[config.mk]
export PLATFORM = sky130hd
export DESIGN_NAME = uart_cmd_rx
export DESIGN_NICKNAME = d
export VERILOG_FILES = /design/src/rtl/uart_pkg.sv /design/src/rtl/uart_byte_rx.sv /design/src/rtl/uart_cmd_rx.sv
export SDC_FILE = /design/constraint.sdc
export NUM_CORES = 1
export LEC_CHECK = 0
export CORE_UTILIZATION = 45
export CTS_CLUSTER_DIAMETER = 100
export DETAILED_ROUTE_END_ITERATION = 8
export PLACE_DENSITY = 0.63
export SYNTH_ARGS = -nofsm -noshare
export SYNTH_HDL_FRONTEND = slang
export SYNTH_HIERARCHICAL = 1
export SYNTH_SLANG_ARGS = --single-unit
[constraint.sdc]
create_clock -name clk -period 3.8 [get_ports clk]
set_input_delay 0.38 -clock clk [delete_from_list [all_inputs] [get_ports clk]]
set_output_delay 0.38 -clock clk [all_outputs]
set_load 0.02 [all_outputs]
[src/rtl/uart_pkg.sv]
// Shared types and constants for the UART command receive path.
package uart_pkg;

   // Receiver frame FSM states
   typedef enum logic [2:0] {
      IDLE,
      START,
      DATA,
      PARITY,
      STOP
   } rx_state_t;

   // Frame layout: start + 8 data + parity + stop
   localparam int DATA_BITS  = 8;
   localparam int FRAME_BITS = 11;

   // Clock cycles per serial bit period
   function automatic int bit_cyc(input int clk_freq, input int br);
      return clk_freq / br;
   endfunction

endpackage

[src/rtl/uart_byte_rx.sv]
// Byte-level UART receiver: rx synchronizer, start-edge detect, frame FSM,
// and odd-parity / stop-bit checks. Outcome pulses are registered one cycle
// after the stop-bit sample.
module uart_byte_rx
   import uart_pkg::*;
#(
   parameter int BIT_CYC = 434,
   parameter bit CHEAK   = 1'b1
) (
   input  logic       clk,
   input  logic       rst,
   input  logic       rx_i,
   output logic [7:0] byte_data_o,
   output logic       byte_vld_o,
   output logic       parity_err_o,
   output logic       frame_err_o,
   output logic       start_edge_o,
   output logic       idle_o
);

   localparam int CNT_W = (BIT_CYC > 2) ? $clog2(BIT_CYC) : 1;
   localparam logic [CNT_W-1:0] FULL_M1 = CNT_W'(BIT_CYC - 1);
   localparam logic [CNT_W-1:0] HALF_M1 = CNT_W'(BIT_CYC / 2 - 1);
   localparam logic [3:0]       LAST_BIT = 4'(DATA_BITS - 1);

   logic             rx_s1_q, rx_s2_q, rx_d1_q;
   logic             start_edge;
   rx_state_t        state_q, state_d;
   logic [CNT_W-1:0] baud_q, baud_d;
   logic [3:0]       bit_q, bit_d;
   logic [7:0]       shift_q, shift_d;
   logic             par_q, par_d;
   logic [7:0]       byte_data_q, byte_data_d;
   logic             byte_vld_q, byte_vld_d;
   logic             perr_q, perr_d;
   logic             ferr_q, ferr_d;
   logic             tick;

   // Two-flop synchronizer plus a delay flop for edge detection; held at the
   // idle level during reset so line activity then cannot fake a start edge.
   always_ff @(posedge clk) begin
      if (rst) begin
         rx_s1_q <= 1'b1;
         rx_s2_q <= 1'b1;
         rx_d1_q <= 1'b1;
      end else begin
         rx_s1_q <= rx_i;
         rx_s2_q <= rx_s1_q;
         rx_d1_q <= rx_s2_q;
      end
   end

   assign start_edge = rx_d1_q & ~rx_s2_q;
   assign tick       = (baud_q == FULL_M1);

   // Frame FSM next-state, bit sampling and outcome classification
   always_comb begin
      state_d     = state_q;
      baud_d      = baud_q;
      bit_d       = bit_q;
      shift_d     = shift_q;
      par_d       = par_q;
      byte_data_d = byte_data_q;
      byte_vld_d  = 1'b0;
      perr_d      = 1'b0;
      ferr_d      = 1'b0;
      case (state_q)
         IDLE: begin
            baud_d = '0;
            if (start_edge) begin
               state_d = START;
               bit_d   = '0;
            end
         end
         START: begin
            if (baud_q == HALF_M1) begin
               baud_d  = '0;
               // A line already back high at mid-bit is a glitch, not a start
               state_d = rx_s2_q ? IDLE : DATA;
            end else begin
               baud_d = baud_q + 1'b1;
            end
         end
         DATA: begin
            if (tick) begin
               baud_d  = '0;
               shift_d = {rx_s2_q, shift_q[7:1]};
               bit_d   = bit_q + 4'd1;
               if (bit_q == LAST_BIT) state_d = PARITY;
            end else begin
               baud_d = baud_q + 1'b1;
            end
         end
         PARITY: begin
            if (tick) begin
               baud_d  = '0;
               par_d   = rx_s2_q;
               state_d = STOP;
            end else begin
               baud_d = baud_q + 1'b1;
            end
         end
         STOP: begin
            if (tick) begin
               baud_d  = '0;
               state_d = IDLE;
               if (!rx_s2_q) begin
                  ferr_d = 1'b1;
               end else if (CHEAK && (par_q != ~^shift_q)) begin
                  perr_d = 1'b1;
               end else begin
                  byte_vld_d  = 1'b1;
                  byte_data_d = shift_q;
               end
            end else begin
               baud_d = baud_q + 1'b1;
            end
         end
         default: state_d = IDLE;
      endcase
   end

   // FSM, counters, shift register and registered outcome pulses
   always_ff @(posedge clk) begin
      if (rst) begin
         state_q     <= IDLE;
         baud_q      <= '0;
         bit_q       <= '0;
         shift_q     <= '0;
         par_q       <= 1'b0;
         byte_data_q <= '0;
         byte_vld_q  <= 1'b0;
         perr_q      <= 1'b0;
         ferr_q      <= 1'b0;
      end else begin
         state_q     <= state_d;
         baud_q      <= baud_d;
         bit_q       <= bit_d;
         shift_q     <= shift_d;
         par_q       <= par_d;
         byte_data_q <= byte_data_d;
         byte_vld_q  <= byte_vld_d;
         perr_q      <= perr_d;
         ferr_q      <= ferr_d;
      end
   end

   assign byte_data_o  = byte_data_q;
   assign byte_vld_o   = byte_vld_q;
   assign parity_err_o = perr_q;
   assign frame_err_o  = ferr_q;
   assign start_edge_o = start_edge;
   assign idle_o       = (state_q == IDLE);

endmodule

[src/rtl/uart_cmd_rx.sv]
// UART command receiver: pairs consecutive good bytes (high byte first) into
// a command word and offers it on a valid/ready handshake. A stalled
// partial word is dropped after an inter-byte gap timeout.
module uart_cmd_rx
   import uart_pkg::*;
#(
   parameter int CLK_FREQ  = 50000000,
   parameter int BR        = 115200,
   parameter int CMD_WIDTH = 16,
   parameter bit CHEAK     = 1'b1,
   parameter int GAP_BITS  = 20
) (
   input  logic                 clk,
   input  logic                 rst,
   input  logic                 rx,
   output logic [CMD_WIDTH-1:0] cmd_out,
   output logic                 cmd_out_vld,
   input  logic                 cmd_out_rdy,
   output logic [7:0]           byte_data,
   output logic                 byte_vld,
   output logic                 parity_err,
   output logic                 frame_err,
   output logic                 overrun
);

   localparam int BIT_CYC = bit_cyc(CLK_FREQ, BR);
   localparam int GAP_LIM = GAP_BITS * BIT_CYC;
   localparam int GAP_W   = $clog2(GAP_LIM + 1);
   localparam logic [GAP_W-1:0] GAP_END = GAP_W'(GAP_LIM);

   logic [7:0]           rx_byte;
   logic                 rx_vld, rx_perr, rx_ferr, rx_start, rx_idle;
   logic                 half_q, half_d;
   logic [7:0]           hi_q, hi_d;
   logic [CMD_WIDTH-1:0] cmd_q, cmd_d;
   logic                 cmd_vld_q, cmd_vld_d;
   logic                 ovr_q, ovr_d;
   logic [GAP_W-1:0]     gap_q, gap_d;

   uart_byte_rx #(
      .BIT_CYC (BIT_CYC),
      .CHEAK   (CHEAK)
   ) u_byte (
      .clk          (clk),
      .rst          (rst),
      .rx_i         (rx),
      .byte_data_o  (rx_byte),
      .byte_vld_o   (rx_vld),
      .parity_err_o (rx_perr),
      .frame_err_o  (rx_ferr),
      .start_edge_o (rx_start),
      .idle_o       (rx_idle)
   );

   // Word assembly, gap timeout and output handshake next-state
   always_comb begin
      half_d    = half_q;
      hi_d      = hi_q;
      cmd_d     = cmd_q;
      cmd_vld_d = cmd_vld_q;
      ovr_d     = 1'b0;
      gap_d     = gap_q;

      if (cmd_vld_q && cmd_out_rdy) cmd_vld_d = 1'b0;

      if (rx_start) begin
         gap_d = '0;
      end else if (half_q && rx_idle) begin
         if (gap_q == GAP_END) begin
            gap_d  = '0;
            half_d = 1'b0;
         end else begin
            gap_d = gap_q + 1'b1;
         end
      end else if (!half_q) begin
         gap_d = '0;
      end

      if (rx_perr || rx_ferr) begin
         half_d = 1'b0;
      end else if (rx_vld) begin
         if (!half_q) begin
            hi_d   = rx_byte;
            half_d = 1'b1;
         end else begin
            half_d = 1'b0;
            // The slot frees up this cycle if the current word is being taken
            if (!cmd_vld_q || cmd_out_rdy) begin
               cmd_d     = CMD_WIDTH'({hi_q, rx_byte});
               cmd_vld_d = 1'b1;
            end else begin
               ovr_d = 1'b1;
            end
         end
      end
   end

   // Assembler, gap timer and output registers
   always_ff @(posedge clk) begin
      if (rst) begin
         half_q    <= 1'b0;
         hi_q      <= '0;
         cmd_q     <= '0;
         cmd_vld_q <= 1'b0;
         ovr_q     <= 1'b0;
         gap_q     <= '0;
      end else begin
         half_q    <= half_d;
         hi_q      <= hi_d;
         cmd_q     <= cmd_d;
         cmd_vld_q <= cmd_vld_d;
         ovr_q     <= ovr_d;
         gap_q     <= gap_d;
      end
   end

   assign cmd_out     = cmd_q;
   assign cmd_out_vld = cmd_vld_q;
   assign byte_data   = rx_byte;
   assign byte_vld    = rx_vld;
   assign parity_err  = rx_perr;
   assign frame_err   = rx_ferr;
   assign overrun     = ovr_q;

endmodule
==> qor.csv <==
metric;value;unit
worst-margin pin slew;0.7796;ns
vias in the first global route;2809;
max_cap viols;0;
Worst EP arrival;2.29;ns
synthesized area;0.003625;sq mm
Switching Share;24.66;%
NetSw;0.3864;mW
remaining global-route overflow;0;
Async SR Flop Fraction;0;%
Max transition margin;47.83;%
post-route clock period utilization;53.06;%
Starting Density;46.67;%
Die ar.;0.008418;sq mm
CP max stage delay;0.54;ns
share of cells above drive strength 1;9.502;%
DIE WIDTH;91.75;um
post-synth cell types;57;
sequential share of the synthesized area;44.18;%
P_int;1.180;mW
TritonCTS buffer count;9;
Core Area;0.007767;sq mm
I/O Pins;33;
worst hold path class;primary input to flop;
Pre-Repair DR Iteration Count;4;
via count;2928;
VDD IR max;0.0002047;V
port bufs;32;
RSZ-0062 raised after global routing;no;
post-route setup TNS;0;ns
CP Capture Type;flop;
power per cell area;374.0;mW/mm^2
post-DP HPWL;5.136;mm
CP Launch Type;flop;
hold_buf cts;0;
Tmin final;2.016;ns
final worst slack;1.784;ns
P_leak;1.528;nW
clk_lat worst skew;0.36;ns
vias per std cell;5.382;
CP Cell Sequence;nand2b_1, inv_1, nor2_2, and3_1, nand2_1, o21ai_0;
Worst Hold Path Cells;3;
fmax;495.9;MHz
max-slew violations;0;
fin nets;448;
DRT iter0 DRCs;88;
syn nets;422;
DRT antenna net count;0;
Total GRT Usage;19.08;%
initial antenna violation count;0;
clock share of power;41.4;%
setup bufs post-CTS;0;
slowest library cell on the worst path;and3_1;
skew final;0.01226;ns
die height;91.75;um
crit-path max FO;16;
Mapped Cells;411;
sequential share of power;54.4;%
clk slew on worst S/H paths;0.08;ns
DRC viols;0;
number of enable flip-flop cells after synthesis;0;
Clock Sinks;80;
status;completed;
Max Root-Sink Buffers;2;
Top Family by Delay on Critical Path;simple AND/OR/NAND/NOR gates;
CTS root buf;clkbuf_8;
Crit Path Category;flop to flop;
Comb pwr share;4.2;%
Pwr Total;1.567;mW
FP Rows;32;
largest net degree at the start of global routing;61;
Avg Cell Area, Syn;8.819;sq um
Data required, critical path;4.08;ns
synthesized flop and latch total;80;
H-Tree Depth;3;
antenna cells;0;
Final Hold Viols;0;
post_cts resized;0;
warning count from the yosys run;6;
CP Depth;6;
global-route wire length before repair;12.97;mm
drt total wl;7.394;mm
pre-CTS setup slack;1.670;ns
post-DR wirelength/cell;13.59;um
final setup vio count;0;
CTS tree;yes;
Worst Path Buf+Inv;1;
P&R area growth vs syn;15.57;%
ys flop type;dfxtp_1;
RePlAce Congestion;0.8168;
worst r2r path cells;6;
==> logic make-up (layout without fill, tap and decap cells) <==
family | count (synthesis) | after routing | share of synthesized area, %
and+or+nand+nor | 182 | 182 | 26.72
DFF | 80 | 80 | 44.18
adders and majority gates | 7 | 7 | 2.416
buffers and inverters | 30 | 61 | 3.797
muxes | 20 | 20 | 5.523
xor gates and xnor gates | 16 | 16 | 4.695
AOI/OAI and AO/OA | 76 | 76 | 12.67
==> layer usage <==
metal	global-route usage, %	part of all wire [%]
met5	0	0
met4	9.766	1.5
met3	3.648	3.0
met2	30.83	47
met1	24.26	49
==> power groups by stage <==
stage | Clock (mW) | Combinational, mW | Sequential [mW]
4_1_cts | 0.668 | 0.0673 | 0.851
3_3_place_gp | 0 | 0.0650 | 0.871
3_5_place_dp | 0 | 0.0669 | 0.871
5_1_grt | 0.704 | 0.0751 | 0.853
2_1_floorplan | 0 | 0.0538 | 0.865
6_report | 0.649 | 0.0663 | 0.852
==> flip-flops by register name (all words and copies together), names as in the netlist, 3 cells and up <==
signal	flops
u_byte/byte_data_o	8
u_byte/bit_q	4
cmd_out	16
u_byte/state_q	3
u_byte/shift_q	8
hi_q	8
gap_q	14
u_byte/baud_q	9
==> worst reg2reg max path: stages, from the launching register on <==
cell and delay, ns:
dfxtp_1 0.46, nand2b_1 0.17, inv_1 0.08, nor2_2 0.14, and3_1 0.54, nand2_1 0.32
o21ai_0 0.23
==> worst paths after layout <==
check	startpoint	endpoint	slack, ns
worst max-delay path	u_byte/rx_s2_q$_SDFF_PP1_	gap_q[3]$_SDFFE_PP0P_	1.78
worst min-delay path	rst	gap_q[0]$_SDFFE_PP0P_	0.35
worst max register to register	u_byte/rx_s2_q$_SDFF_PP1_	gap_q[3]$_SDFFE_PP0P_	1.78
worst min register to register	u_byte/rx_s1_q$_SDFF_PP1_	u_byte/rx_s2_q$_SDFF_PP1_	0.41
==> layout by cell type, fill, tap and decap left out, types with 12 or more instances in the layout <==
cell type,netlist,routed
clkdlybuf4s50_1,0,31
nand2_1,55,55
nand3_1,19,19
mux2i_1,20,20
nand4_1,13,13
a31oi_1,12,12
dfxtp_1,80,80
a21oi_1,31,31
o21ai_0,14,14
nor2_1,41,41
==> synthesized netlist by cell type (all sizes together), types with 2 or more instances <==
library cell | instances | area share (%)
dfxtp | 80 | 44
nand2 | 55 | 5.7
nor2 | 42 | 4.4
a21oi | 31 | 4.3
mux2i | 20 | 5.5
nand3 | 20 | 3.1
nand4 | 15 | 2.9
o21ai | 14 | 1.9
a31oi | 12 | 2.1
inv | 11 | 1.1
buf | 10 | 1.7
clkbuf | 9 | 1.0
xnor2 | 8 | 2.1
ha | 7 | 2.4
nand3b | 7 | 1.4
xor2 | 7 | 1.9
nand2b | 5 | 1.1
nor3 | 5 | 0.69
nor4 | 5 | 1.0
and3 | 4 | 0.73
nor3b | 4 | 0.83
o211ai | 4 | 0.83
or2 | 4 | 0.69
a21boi | 3 | 0.62
a41oi | 3 | 0.73
and2 | 3 | 0.52
o22ai | 3 | 0.69
and4 | 2 | 0.48
and4bb | 2 | 0.69
nand4b | 2 | 0.66
==> area by class of cell <==
type	count	area [sq um]
tap	102	127.6
multi-input combinational	301	1886
fill	750	3578
timing repair buffer	34	330.3
sequential	80	1602
clock buffer	9	123.9
inverter	11	41.29
clock inverter	7	78.83
==> stage by stage <==
step / hold slack, ns / utilization (%) / area [sq um] / cells
5_1_grt: 0.3548 / 53.93 / 4189 / 544
3_5_place_dp: 0.3974 / 51.32 / 3986 / 528
6_report: 0.3545 / 53.93 / 4189 / 544
2_1_floorplan: 0.3895 / - / 3625 / 411
3_3_place_gp: 0.3954 / 51.32 / 3986 / 528
4_1_cts: 0.3495 / 53.93 / 4189 / 544
Note: power is estimated with default switching activity, not from simulation.
